--- src/rtl/i2s_rx.sv ---
// I2S receiver: oversampled capture of bclk/lrck/data into parallel PCM samples.
// Optional slot-length checking is enabled by defining I2S_RX_FRAME_CHECK_EN.
module i2s_rx #(
    parameter int SAMPLE_WIDTH = 16,
    parameter int SLOT_WIDTH   = 32,
    parameter int DELAY_BITS   = 1
) (
    input  logic                    clk,
    input  logic                    reset,
    input  logic                    i2s_bclk,
    input  logic                    i2s_lrck,
    input  logic                    i2s_data,
    output logic [SAMPLE_WIDTH-1:0] sample_data,
    output logic                    sample_right,
    output logic                    sample_valid,
    output logic [SAMPLE_WIDTH-1:0] left_sample,
    output logic [SAMPLE_WIDTH-1:0] right_sample,
    output logic                    frame_error
);

    localparam int CW = $clog2(SLOT_WIDTH) + 1;
    localparam logic [CW-1:0] CNT_MAX  = {CW{1'b1}};
    localparam logic [CW-1:0] LAST_IDX = CW'(DELAY_BITS + SAMPLE_WIDTH - 1);
    localparam logic [CW-1:0] SKIP_END = CW'((DELAY_BITS > 1) ? DELAY_BITS - 1 : 0);

    typedef enum logic [2:0] {
        ST_ARM   = 3'd0,
        ST_WAIT  = 3'd1,
        ST_SKIP  = 3'd2,
        ST_SHIFT = 3'd3,
        ST_DONE  = 3'd4
    } state_t;

    logic bclk_meta, bclk_sync, bclk_last;
    logic lrck_meta, lrck_sync, lrck_q;
    logic data_meta, data_sync, data_q;
    logic rise;

    state_t                  state, state_nxt;
    logic [SAMPLE_WIDTH-1:0] shreg, shreg_nxt, shifted;
    logic [CW-1:0]           bit_cnt, bit_cnt_nxt, bit_inc;
    logic                    channel, channel_nxt;
    logic                    prev_lrck, prev_lrck_nxt;
    logic                    complete, complete_nxt;
    logic                    slot_edge;

    // Pin synchronizers and registered bclk rising-edge strobe with aligned lrck/data
    always_ff @(posedge clk or posedge reset) begin
        if (reset) begin
            bclk_meta <= 1'b0;
            bclk_sync <= 1'b0;
            bclk_last <= 1'b0;
            lrck_meta <= 1'b0;
            lrck_sync <= 1'b0;
            data_meta <= 1'b0;
            data_sync <= 1'b0;
            rise      <= 1'b0;
            lrck_q    <= 1'b0;
            data_q    <= 1'b0;
        end else begin
            bclk_meta <= i2s_bclk;
            bclk_sync <= bclk_meta;
            bclk_last <= bclk_sync;
            lrck_meta <= i2s_lrck;
            lrck_sync <= lrck_meta;
            data_meta <= i2s_data;
            data_sync <= data_meta;
            rise      <= bclk_sync & ~bclk_last;
            lrck_q    <= lrck_sync;
            data_q    <= data_sync;
        end
    end

    // FSM and capture state registers
    always_ff @(posedge clk or posedge reset) begin
        if (reset) begin
            state     <= ST_ARM;
            shreg     <= {SAMPLE_WIDTH{1'b0}};
            bit_cnt   <= {CW{1'b0}};
            channel   <= 1'b0;
            prev_lrck <= 1'b0;
            complete  <= 1'b0;
        end else begin
            state     <= state_nxt;
            shreg     <= shreg_nxt;
            bit_cnt   <= bit_cnt_nxt;
            channel   <= channel_nxt;
            prev_lrck <= prev_lrck_nxt;
            complete  <= complete_nxt;
        end
    end

    // Next-state logic; bit_cnt holds the index of the current bit within the slot
    always_comb begin
        state_nxt     = state;
        shreg_nxt     = shreg;
        bit_cnt_nxt   = bit_cnt;
        channel_nxt   = channel;
        prev_lrck_nxt = prev_lrck;
        complete_nxt  = 1'b0;
        shifted       = {shreg[SAMPLE_WIDTH-2:0], data_q};
        bit_inc       = (bit_cnt == CNT_MAX) ? bit_cnt : bit_cnt + CW'(1);
        slot_edge     = (lrck_q != prev_lrck);
        if (rise) begin
            prev_lrck_nxt = lrck_q;
            bit_cnt_nxt   = bit_inc;
            if (state == ST_ARM) begin
                state_nxt = ST_WAIT;
            end else if (slot_edge) begin
                // Any edge restarts capture; a partial sample in SKIP/SHIFT is dropped
                channel_nxt = lrck_q;
                bit_cnt_nxt = {CW{1'b0}};
                if (DELAY_BITS == 0) begin
                    shreg_nxt = shifted;
                    state_nxt = ST_SHIFT;
                end else if (DELAY_BITS == 1) begin
                    state_nxt = ST_SHIFT;
                end else begin
                    state_nxt = ST_SKIP;
                end
            end else begin
                case (state)
                    ST_SKIP: begin
                        state_nxt = (bit_inc == SKIP_END) ? ST_SHIFT : ST_SKIP;
                    end
                    ST_SHIFT: begin
                        shreg_nxt = shifted;
                        if (bit_inc == LAST_IDX) begin
                            state_nxt    = ST_DONE;
                            complete_nxt = 1'b1;
                        end else begin
                            state_nxt = ST_SHIFT;
                        end
                    end
                    default: begin
                        state_nxt = state;
                    end
                endcase
            end
        end else begin
            state_nxt = state;
        end
    end

    // Output registers load one cycle after the final sample bit is shifted
    always_ff @(posedge clk or posedge reset) begin
        if (reset) begin
            sample_valid <= 1'b0;
            sample_data  <= {SAMPLE_WIDTH{1'b0}};
            sample_right <= 1'b0;
            left_sample  <= {SAMPLE_WIDTH{1'b0}};
            right_sample <= {SAMPLE_WIDTH{1'b0}};
        end else begin
            sample_valid <= complete;
            if (complete) begin
                sample_data  <= shreg;
                sample_right <= channel;
                if (channel) begin
                    right_sample <= shreg;
                end else begin
                    left_sample <= shreg;
                end
            end
        end
    end

`ifdef I2S_RX_FRAME_CHECK_EN
    localparam logic [CW-1:0] SLOT_END = CW'(SLOT_WIDTH - 1);

    // Slot-length check at every edge that closes a slot (the first slot after ARM opens in WAIT)
    always_ff @(posedge clk or posedge reset) begin
        if (reset) begin
            frame_error <= 1'b0;
        end else begin
            frame_error <= rise && slot_edge && (state != ST_ARM) && (state != ST_WAIT)
                           && (bit_cnt != SLOT_END);
        end
    end
`else
    assign frame_error = 1'b0;
`endif

endmodule

--- config.mk ---
export PLATFORM = sky130hd
export DESIGN_NAME = i2s_rx
export DESIGN_NICKNAME = d
export VERILOG_FILES = /design/src/rtl/i2s_rx.sv
export SDC_FILE = /design/constraint.sdc
export NUM_CORES = 1
export LEC_CHECK = 0
export BUFFER_PORTS_ARGS = -buffer_cell sky130_fd_sc_hd__buf_4
export CAP_MARGIN = 25
export CORE_MARGIN = 1
export CORE_UTILIZATION = 55
export CTS_CLUSTER_SIZE = 25
export DETAILED_ROUTE_END_ITERATION = 10
export GPL_TIMING_DRIVEN = 0
export PLACE_DENSITY = 0.78
export SLEW_MARGIN = 25
export SYNTH_ARGS = -nofsm -noshare
export SYNTH_HDL_FRONTEND = slang
export SYNTH_SLANG_ARGS = --single-unit
--- constraint.sdc ---
create_clock -name clk -period 2.97 [get_ports clk]
set_input_delay 0.297 -clock clk [delete_from_list [all_inputs] [get_ports clk]]
set_output_delay 0.297 -clock clk [all_outputs]
set_load 0.05 [all_outputs]
==> impl_metrics.py <==
metrics = {
    "logic_synthesis": {
        "synth_cell_types": 35,
        "syn-num-nets": 242,
        "synth_seq_cells": 88,
        "synthesis.area_um2": 3450,
        "ys_warn_count": 0,
        "seq_area_frac_synth_pct": 63.7,
        "syn_avg_cell_area_um2": 14.6,
        "synth_edf_count": 0,
        "synth_top_flop_cell": "dfrtp_1",
        "synthCells": 236,
        "synthArstFlopShare_pct": 100,
    },
    "clock_network": {
        "cts.path.max_buffers": 2,
        "clk_pin_slew_ns": 0.08,
        "clock-sinks": 88,
        "ctsRootBufferMaster": "clkbuf_8",
        "cts_resized": 0,
        "cts_buffers": 9,
        "htreeDepth": 3,
        "cts_setup_buffers": 0,
        "insertion_delay_ns": 0.35,
        "cts_hold_buf": 1,
        "cts_tree": "yes",
    },
    "timing": {
        "timing.hold.ws_ns": 0.0577,
        "slew_viol_final": 0,
        "worst_clock_skew_ns": 0.0106,
        "final_hold_viol_count": 0,
        "max_freq_ghz": 0.519,
        "setup_violations": 0,
        "rsz0062_at_grt": "false",
        "worst_slack_ns": 1.04,
        "period_share_pct": 64.9,
        "relSlewSlack_pct": 58.4,
        "min_period_ns": 1.93,
        "worst_pin_slew_ns": 0.625,
    },
    "job": {
        "drv_cap": 0,
    },
    "floorplan": {
        "io_pins": 56,
        "die_y_um": 81.3,
        "die_area_um2": 6600,
        "core_area_um2": 5990,
        "die_width_um": 81.3,
        "num_rows": 28,
        "initial_utilization_pct": 57.7,
    },
    "grt": {
        "grt_max_degree": 51,
        "grt_pass1_vias": 1973,
        "grt_usage_pct": 19.8,
        "grt_pass1_wl_um": 9350,
        "antenna_found_initial": 0,
        "overflow": 0,
    },
    "routing": {
        "drc": 0,
        "num_vias": 2050,
        "via_per_inst": 5.35,
        "drt_wl_total_um": 5820,
        "drt_iter0_markers": 40,
        "routedWlPerCell_um": 15.2,
        "antenna_left": 0,
        "firstDrtPassIters": 4,
    },
    "setup_path": {
        "reg2reg_slack_ns": 1.04,
        "crit_path_end_kind": "flip-flop",
        "cp_max_fo": 10,
        "cp.arrival_ns": 2.17,
        "cp_cell_sequence": "buf_2 -> nand2_1 -> clkbuf_1 -> mux2_2",
        "worst_path_max_delay_cell": "clkbuf_1",
        "critPathLaunchType": "flip-flop",
        "criticalPathCategory": "reg -> reg",
        "crit_required_ns": 3.21,
        "cp_slowest_stage_delay_ns": 0.53,
    },
    "layout": {
        "drive_above_1_share_pct": 47.1,
        "final-seq-area_um2": 2200,
        "fillers": 424,
        "fin_nets": 309,
        "diodes": 0,
        "multi_input_comb_area_um2": 1160,
        "area_growth_pct": 21.6,
    },
    "pwr": {
        "p_leak_nw": 2.18,
        "peakVddDrop_v": 0.000445,
        "power.density_nw_per_um2": 566,
        "power_w": 0.00238,
    },
    "min_path": {
        "hold_class": "in -> reg",
    },
    "outcome": {
        "status": "finished clean",
    },
    "place": {
        "routabilityCongestion": 0.829,
        "dp_hpwl_um": 3860,
        "numPortBuffers": 54,
        "pre_cts_ws_ns": 1.03,
    },
}
-- Yosys cell counts (2+ instances only) --
master	instances	share of area (%)
a21oi_1	8	1.2
a31o_2	2	0.51
a31oi_1	2	0.36
and2_1	2	0.36
and3_1	2	0.36
buf_2	3	0.43
clkbuf_1	4	0.43
dfrtp_1	88	64
inv_1	5	0.54
mux2_2	55	18
mux2_4	10	4.3
nand2_1	12	1.3
nand2b_1	3	0.54
nand3_1	5	0.72
nand4b_1	2	0.51
nor2_1	4	0.43
nor3_1	3	0.43
o21ai_0	8	1.2
or3_1	2	0.36
-- final timing paths --
path / start / to / depth (start not counted)
worst max register to register: complete / right_sample[7] / 4
worst min-delay path: i2s_lrck / lrck_meta / 1
worst min register to register: data_meta / data_sync / 0
worst max-delay path: complete / right_sample[7] / 4
max in group asynchronous: reset / bclk_last / 4
min in group asynchronous: reset / shreg[9] / 3
-- metal layers --
layer | track usage, % | vias to the layer above | routed length (um)
met5 | 0 | - | 0
met4 | 12.1 | 0 | 99
met3 | 4.61 | 8 | 286
met2 | 30.3 | 55 | 2750
met1 | 25.6 | 1017 | 2690
li1 | - | 970 | -
-- state kept, by name (all words and copies together) (netlist names), 3 cells and up --
name and count:
left_sample 16, bit_cnt 6, sample_data 16, right_sample 16, state 3, shreg 16
-- through the flow --
| stage | std cells | area, um^2 | setup TNS, ns | util [%] |
|---|---|---|---|---|
| CTS | 383 | 4200 | 0 | 70.1 |
| detailed placement | 366 | 3980 | 0 | 66.5 |
| floorplan | 236 | 3450 | 0 | - |
| global route | 383 | 4200 | 0 | 70.1 |
| global placement | 365 | 3950 | -47.60 | 66.0 |
| finish | 383 | 4200 | 0 | 70.1 |
-- layout make-up --
cell class / instances / area share (%)
Sequential cell: 88 / 52.4
Clock inverter: 4 / 1.22
Clock buffer: 12 / 3.69
Tap cell: 75 / 2.23
Timing Repair Buffer: 56 / 10.5
Inverter: 5 / 0.506
Buffer: 11 / 1.73
Multi-Input combinational cell: 132 / 27.6
-- logic make-up after synthesis --
| group | after synthesis | synth area share, % |
|---|---|---|
| mux | 66 | 22.6 |
| compound gates | 26 | 4.64 |
| buf+inv | 16 | 2.64 |
| flops | 88 | 63.7 |
| other cells | 1 | 0.109 |
| fa+ha+maj | 1 | 0.362 |
| simple gates | 36 | 5.22 |
| xor+xnor | 2 | 0.725 |
-- where the power goes --
part           switching [W]  internal, W
logic               0.000101    0.0000978
registers          0.0000795      0.00126
clock network       0.000398     0.000437
total               0.000579      0.00180
-- cell usage in the layout, fill, tap and decap left out, drive strengths merged, types with 2 or more instances in the layout --
cell type / synthesis / layout
inv: 5 / 6
buf: 7 / 62
clkbuf: 4 / 16
dfrtp: 88 / 88
or3: 2 / 2
a21oi: 8 / 8
nor3: 3 / 3
nand2: 12 / 12
mux2: 65 / 65
and2: 2 / 2
o21ai: 8 / 8
nand3: 5 / 5
nand2b: 3 / 3
nor2: 4 / 4
a31o: 2 / 2
nand4b: 2 / 2
a31oi: 2 / 2
and3: 2 / 2
-- critical path: cells and delay by family (launching register included) --
kind	cells	cell delay, ns
buffers and inverters	2	0.73
multiplexers	1	0.40
flip-flops	1	0.37
AND/OR/NAND/NOR	1	0.31
No activity file was read; power rests on OpenSTA's default activity.
